--- src/rtl/audio_playback_ctrl.sv ---
// SRAM-to-DAC playback sequencer: one serializer start per LRCK frame, with speed skip/repeat.
// Optional build macro AUDIO_PLAYBACK_LOOP_EN: wrap to address 0 at the end instead of idling.
module audio_playback_ctrl #(
    parameter int unsigned ADDR_W    = 20,
    parameter int unsigned WORD_BITS = 16
) (
    input  logic              i_BCLK,
    input  logic              i_rst,
    input  logic              i_start,
    input  logic              i_pause,
    input  logic              i_stop,
    input  logic              i_fast,
    input  logic [2:0]        i_speed,
    input  logic [ADDR_W-1:0] i_end_addr,
    input  logic              i_daclrck,
    output logic [ADDR_W-1:0] o_sram_addr,
    output logic              o_sram_rd,
    output logic              o_ser_start,
    output logic              o_done,
    output logic [2:0]        o_state
);

    localparam int unsigned CntW = (WORD_BITS > 1) ? $clog2(WORD_BITS) : 1;
    localparam logic [CntW-1:0] LastBit = CntW'(WORD_BITS - 1);

    typedef enum logic [2:0] {
        StIdle   = 3'd0,
        StWaitLr = 3'd1,
        StFetch  = 3'd2,
        StSend   = 3'd3,
        StPaused = 3'd4
    } state_e;

    state_e            state_q;
    logic [ADDR_W-1:0] addr_q;
    logic [2:0]        rep_cnt_q;
    logic [CntW-1:0]   bit_cnt_q;
    logic              lr_prev_q;
    logic              rd_q;
    logic              ser_start_q;
    logic              done_q;

    logic              lr_fall;
    logic              rep_hold;
    logic [3:0]        step;
    logic [ADDR_W:0]   next_addr;
    logic              past_end;
    logic [2:0]        rep_cnt_nxt;

    // Extra top bit on next_addr keeps an address-space overflow visible as past_end.
    always_comb begin
        lr_fall  = lr_prev_q & ~i_daclrck;
        rep_hold = !i_fast && (rep_cnt_q < i_speed);
        if (i_fast) begin
            step = {1'b0, i_speed} + 4'd1;
        end else if (rep_hold) begin
            step = 4'd0;
        end else begin
            step = 4'd1;
        end
        next_addr   = {1'b0, addr_q} + {{(ADDR_W - 3){1'b0}}, step};
        past_end    = next_addr > {1'b0, i_end_addr};
        rep_cnt_nxt = rep_hold ? (rep_cnt_q + 3'd1) : 3'd0;
    end

    always_ff @(posedge i_BCLK or posedge i_rst) begin
        if (i_rst) begin
            state_q     <= StIdle;
            addr_q      <= '0;
            rep_cnt_q   <= '0;
            bit_cnt_q   <= '0;
            lr_prev_q   <= 1'b0;
            rd_q        <= 1'b0;
            ser_start_q <= 1'b0;
            done_q      <= 1'b0;
        end else begin
            lr_prev_q   <= i_daclrck;
            ser_start_q <= 1'b0;
            done_q      <= 1'b0;
            if (i_stop) begin
                state_q   <= StIdle;
                addr_q    <= '0;
                rep_cnt_q <= '0;
                bit_cnt_q <= '0;
                rd_q      <= 1'b0;
            end else begin
                unique case (state_q)
                    StIdle: begin
                        if (i_start) begin
                            state_q   <= StWaitLr;
                            addr_q    <= '0;
                            rep_cnt_q <= '0;
                        end
                    end
                    StWaitLr: begin
                        if (i_pause) begin
                            state_q <= StPaused;
                        end else if (lr_fall) begin
                            state_q     <= StFetch;
                            rd_q        <= 1'b1;
                            ser_start_q <= 1'b1;
                            bit_cnt_q   <= '0;
                        end
                    end
                    StFetch: state_q <= StSend;
                    StSend: begin
                        if (bit_cnt_q == LastBit) begin
                            bit_cnt_q <= '0;
                            rd_q      <= 1'b0;
                            if (past_end) begin
                                done_q    <= 1'b1;
                                addr_q    <= '0;
                                rep_cnt_q <= '0;
`ifdef AUDIO_PLAYBACK_LOOP_EN
                                state_q   <= StWaitLr;
`else
                                state_q   <= StIdle;
`endif
                            end else begin
                                addr_q    <= next_addr[ADDR_W-1:0];
                                rep_cnt_q <= rep_cnt_nxt;
                                state_q   <= i_pause ? StPaused : StWaitLr;
                            end
                        end else begin
                            bit_cnt_q <= bit_cnt_q + 1'b1;
                        end
                    end
                    StPaused: begin
                        if (i_start) begin
                            state_q <= StWaitLr;
                        end
                    end
                    default: state_q <= StIdle;
                endcase
            end
        end
    end

    assign o_sram_addr = addr_q;
    assign o_sram_rd   = rd_q;
    assign o_ser_start = ser_start_q;
    assign o_done      = done_q;
    assign o_state     = state_q;

endmodule

--- config.mk ---
export PLATFORM = sky130hd
export DESIGN_NAME = audio_playback_ctrl
export DESIGN_NICKNAME = d
export VERILOG_FILES = /design/src/rtl/audio_playback_ctrl.sv
export SDC_FILE = /design/constraint.sdc
export NUM_CORES = 1
export LEC_CHECK = 0
export ABC_AREA = 1
export CAP_MARGIN = 15
export CORE_MARGIN = 2
export CORE_UTILIZATION = 25
export DETAILED_ROUTE_END_ITERATION = 10
export RECOVER_POWER = 50
export SKIP_CTS_REPAIR_TIMING = 1
export SKIP_LAST_GASP = 1
export SYNTH_ARGS = -nofsm -noshare
export SYNTH_HDL_FRONTEND = slang
export SYNTH_SLANG_ARGS = --single-unit
export TNS_END_PERCENT = 1
--- constraint.sdc ---
create_clock -name i_BCLK -period 4 [get_ports i_BCLK]
set_clock_uncertainty 0.2 [all_clocks]
set_input_delay 0.8 -clock i_BCLK [delete_from_list [all_inputs] [get_ports i_BCLK]]
set_output_delay 0.8 -clock i_BCLK [all_outputs]
set_load 0.02 [all_outputs]
==> results of run 1 <==
## worst max-delay path: cells and delay by family
kind | cells | cell delay [ns]
and+or+nand+nor | 17 | 1.49
adders and majority gates | 4 | 1.07
buffers and inverters | 9 | 0.63
xor gates and xnor gates | 1 | 0.17
AOI/OAI and AO/OA | 3 | 0.16
## power by group
part           total, mW  internal [mW]  switching, mW
registers          0.369          0.354         0.0145
clock network      0.402          0.247          0.155
logic              0.233         0.0890          0.144
total               1.00          0.690          0.313
## metrics by stage
stage | power [mW] | setup TNS (ns) | instance area (um2) | util [%]
floorplan | 0.5070 | -1.075 | 2933 | -
global placement | 0.5981 | -27.62 | 3918 | 34.60
detailed placement | 0.6024 | -29.63 | 3918 | 34.60
CTS | 1.006 | -21.99 | 4069 | 35.94
global route | 1.056 | -12.65 | 4292 | 37.91
finish | 1.003 | -7.693 | 4292 | 37.91
## worst min-delay path by stage
stage	slack [ns]	endpoint	start
2_1_floorplan	0.28	bit_cnt_q[0]	bit_cnt_q[0]
3_3_place_gp	0.31	bit_cnt_q[0]	bit_cnt_q[0]
3_5_place_dp	0.31	o_sram_rd	o_sram_rd
4_1_cts	0.33	o_sram_rd	o_sram_rd
5_1_grt	0.37	o_sram_rd	o_sram_rd
6_report	0.32	o_sram_rd	o_sram_rd
## sequential cells by signal, indices dropped and copies added (netlist names)
name         flops
bit_cnt_q        4
lr_prev_q        1
o_done           1
o_ser_start      1
o_sram_addr     20
o_sram_rd        1
o_state          3
rep_cnt_q        3
## area by class of cell
type                    instances  area [um2]
well taps                     143       178.9
clock buffers                   6       138.9
inverters                      97       376.6
flip-flops and latches         34       850.8
fillers                      1173        7029
repair buffers                 98       887.1
multi-input cells             263        1847
clock inverters                 2       12.51
## kinds of logic (layout without fill, tap and decap cells)
| logic type | after synthesis | count (layout) | share of synthesized area (%) |
|---|---|---|---|
| simple gates | 166 | 167 | 26.65 |
| xor+xnor | 15 | 15 | 4.557 |
| buf+inv | 101 | 203 | 13.93 |
| compound gates | 51 | 51 | 12.07 |
| fa+ha+maj | 30 | 30 | 13.28 |
| flops | 34 | 34 | 29.51 |
## per-layer routing
metal,up-vias,routed length (um)
met5,-,0
met1,1311,3522
met4,0,115
li1,1448,-
met2,55,3924
met3,10,256
## cell usage in the layout (no fill, tap or decap), types with 2 or more instances in the layout
cell             count
a211oi_1             2
a21oi_1             11
and3_1               2
buf_4               39
buf_6                4
clkbuf_16            5
clkdlybuf4s50_1     50
dfrtp_1             34
dlygate4sd3_1        2
dlymetal6s2s_1       2
ha_1                26
ha_4                 2
inv_1               90
inv_2                6
nand2_1             78
nand2_2              9
nand2_4              5
nand2_8              2
nand3_1             16
nand3_2              3
nand4_1              7
nor2_1              26
nor2_2               6
nor2_4               4
nor3_1               2
o21ai_0              8
o21ai_1             10
o21ai_2              6
o22ai_2             10
xnor2_1              3
xor2_1               7
xor2_2               4
==> results.yml, run 1 <==
die:
  dieArea_um2: 12410
  start_util_pct: 25.46
  ios: 56
  dieHeight_um: 111.4
  fp.dieW_um: 111.4
  core-area_um2: 11320
  floorplan.rows: 39
critical_path:
  cpMostUsedCell: "nand2_1"
  reg2regPathDepth: 31
  worst_ep_required_time_ns: 3.98
  r2r-start: "rep_cnt_q[1]"
  crit_arrival_ns: 4.33
  startpoint: "i_speed[1]"
  slowest_delay_ns: 0.34
  reg2reg_to: "o_state[0]"
  crit_slowest_cell: "fa_2"
  r2r_slack_ns: -0.10
  end_kind: "flop"
  critPathKind: "in -> reg"
  crit_path_end: "o_state[0]"
  path_max_fanout: 4
  crit_path_start_kind: "primary input"
logic_synthesis:
  synth_top_cell_area_share_pct: 29.51
  synth_ff_type: "dfrtp_1"
  synth.most_common_cell: "inv_1"
  synth-seq-cells: 34
  ys_async_sr_fraction_pct: 100.0
  synthCells: 397
  syn_nets: 457
  yosysWarnings: 0
  synth_area_um2: 2883
  synth-edff-count: 0
  yosysTopAreaCell: "dfrtp_1"
  synth_cell_types: 32
  ys_seq_area_share_pct: 29.51
  synth_area_leaders: "dfrtp_1, ha_1, inv_1, nand2_1, o22ai_2"
  netlist_top_cells_count: "inv_1, nand2_1, dfrtp_1"
  syn_avg_cell_area_um2: 7.261
global_routing:
  grt_usage_pct: 12.72
  met1_usage_pct: 16.43
  grt.overflow.total: 0
  grt_use_met3_pct: 2.177
  antenna_found_initial: 0
  grtUsageMet2_pct: 22.07
  grt-busiest-layer: "met2"
  grt_pass1_wl_um: 12960
  grt_pass1_vias: 2752
  grt_max_degree: 35
min_path:
  holdCritPathClass: "reg -> reg"
  hold_depth: 2
placement:
  dp.cells: 630
  port-buffer-count: 55
  routabilityCongestion: 0.8308
  dp_hpwl_um: 6095
  place_ws_ns: -1.188
final_layout:
  drive_above_1_share_pct: 23.80
  layout.nets: 559
  synthToLayoutAreaGrowth_pct: 48.87
  fin_cells: 643
  n_antenna_cell: 0
drt:
  firstDrtPassIters: 5
  drcViolationCount: 0
  dr.first_iter.drc_count: 128
  drt_wl_total_um: 7819
  postRouteAntennaNets: 0
  routedWlPerCell_um: 12.16
  via_per_inst: 4.392
  num_vias: 2824
clock_tree:
  path_clk_slew_ns: 0.06
  cts.sinks: 34
  cts_buffers: 5
  clk_latency_ns: 0.28
  htreeDepth: 2
  tritoncts: "done"
  root_buffer: "clkbuf_16"
  clk_path_buf_depth: 2
timing:
  setup_ws_ns: -0.3561
  timing.final.crit_share_pct: 108.9
  hold_slack_ns: 0.3177
  fmax_mhz: 229.6
  setup_viol: 26
  slew_violations: 35
  rsz0062_at_grt: "true"
  hold_violations: 0
  period_minus_slack_ns: 4.356
  worst_pin_slew_ns: 1.942
  relSlewSlack_pct: -29.46
flow_run:
  cap_violations: 1
pwr:
  p_per_area_nw_per_um2: 233.7
  leakage_nw: 2.200
  ir_worst_vdd_uv: 168.4
outcome:
  violations: "max-capacitance violations, max-slew violations, negative setup slack"
  run_status: "finished, violations left"
No activity file was read; power rests on OpenSTA's default activity.
==> run 2: changes to the inputs <==
--- a/config.mk
+++ b/config.mk
@@ -6,7 +6,7 @@
 export NUM_CORES = 1
 export LEC_CHECK = 0
 export ABC_AREA = 1
-export CAP_MARGIN = 15
+export CAP_MARGIN = 20
 export CORE_MARGIN = 2
 export CORE_UTILIZATION = 25
 export DETAILED_ROUTE_END_ITERATION = 10
==> results of run 2 <==
No change in the layout: final DEF, timing and power equal those of run 1.
==> run 3: changes to the inputs <==
--- a/config.mk
+++ b/config.mk
@@ -9,6 +9,7 @@
 export CAP_MARGIN = 20
 export CORE_MARGIN = 2
 export CORE_UTILIZATION = 25
+export CTS_CLUSTER_DIAMETER = 40
 export DETAILED_ROUTE_END_ITERATION = 10
 export RECOVER_POWER = 50
 export SKIP_CTS_REPAIR_TIMING = 1
==> results of run 3 <==
No change in the layout: final DEF, timing and power equal those of run 1.
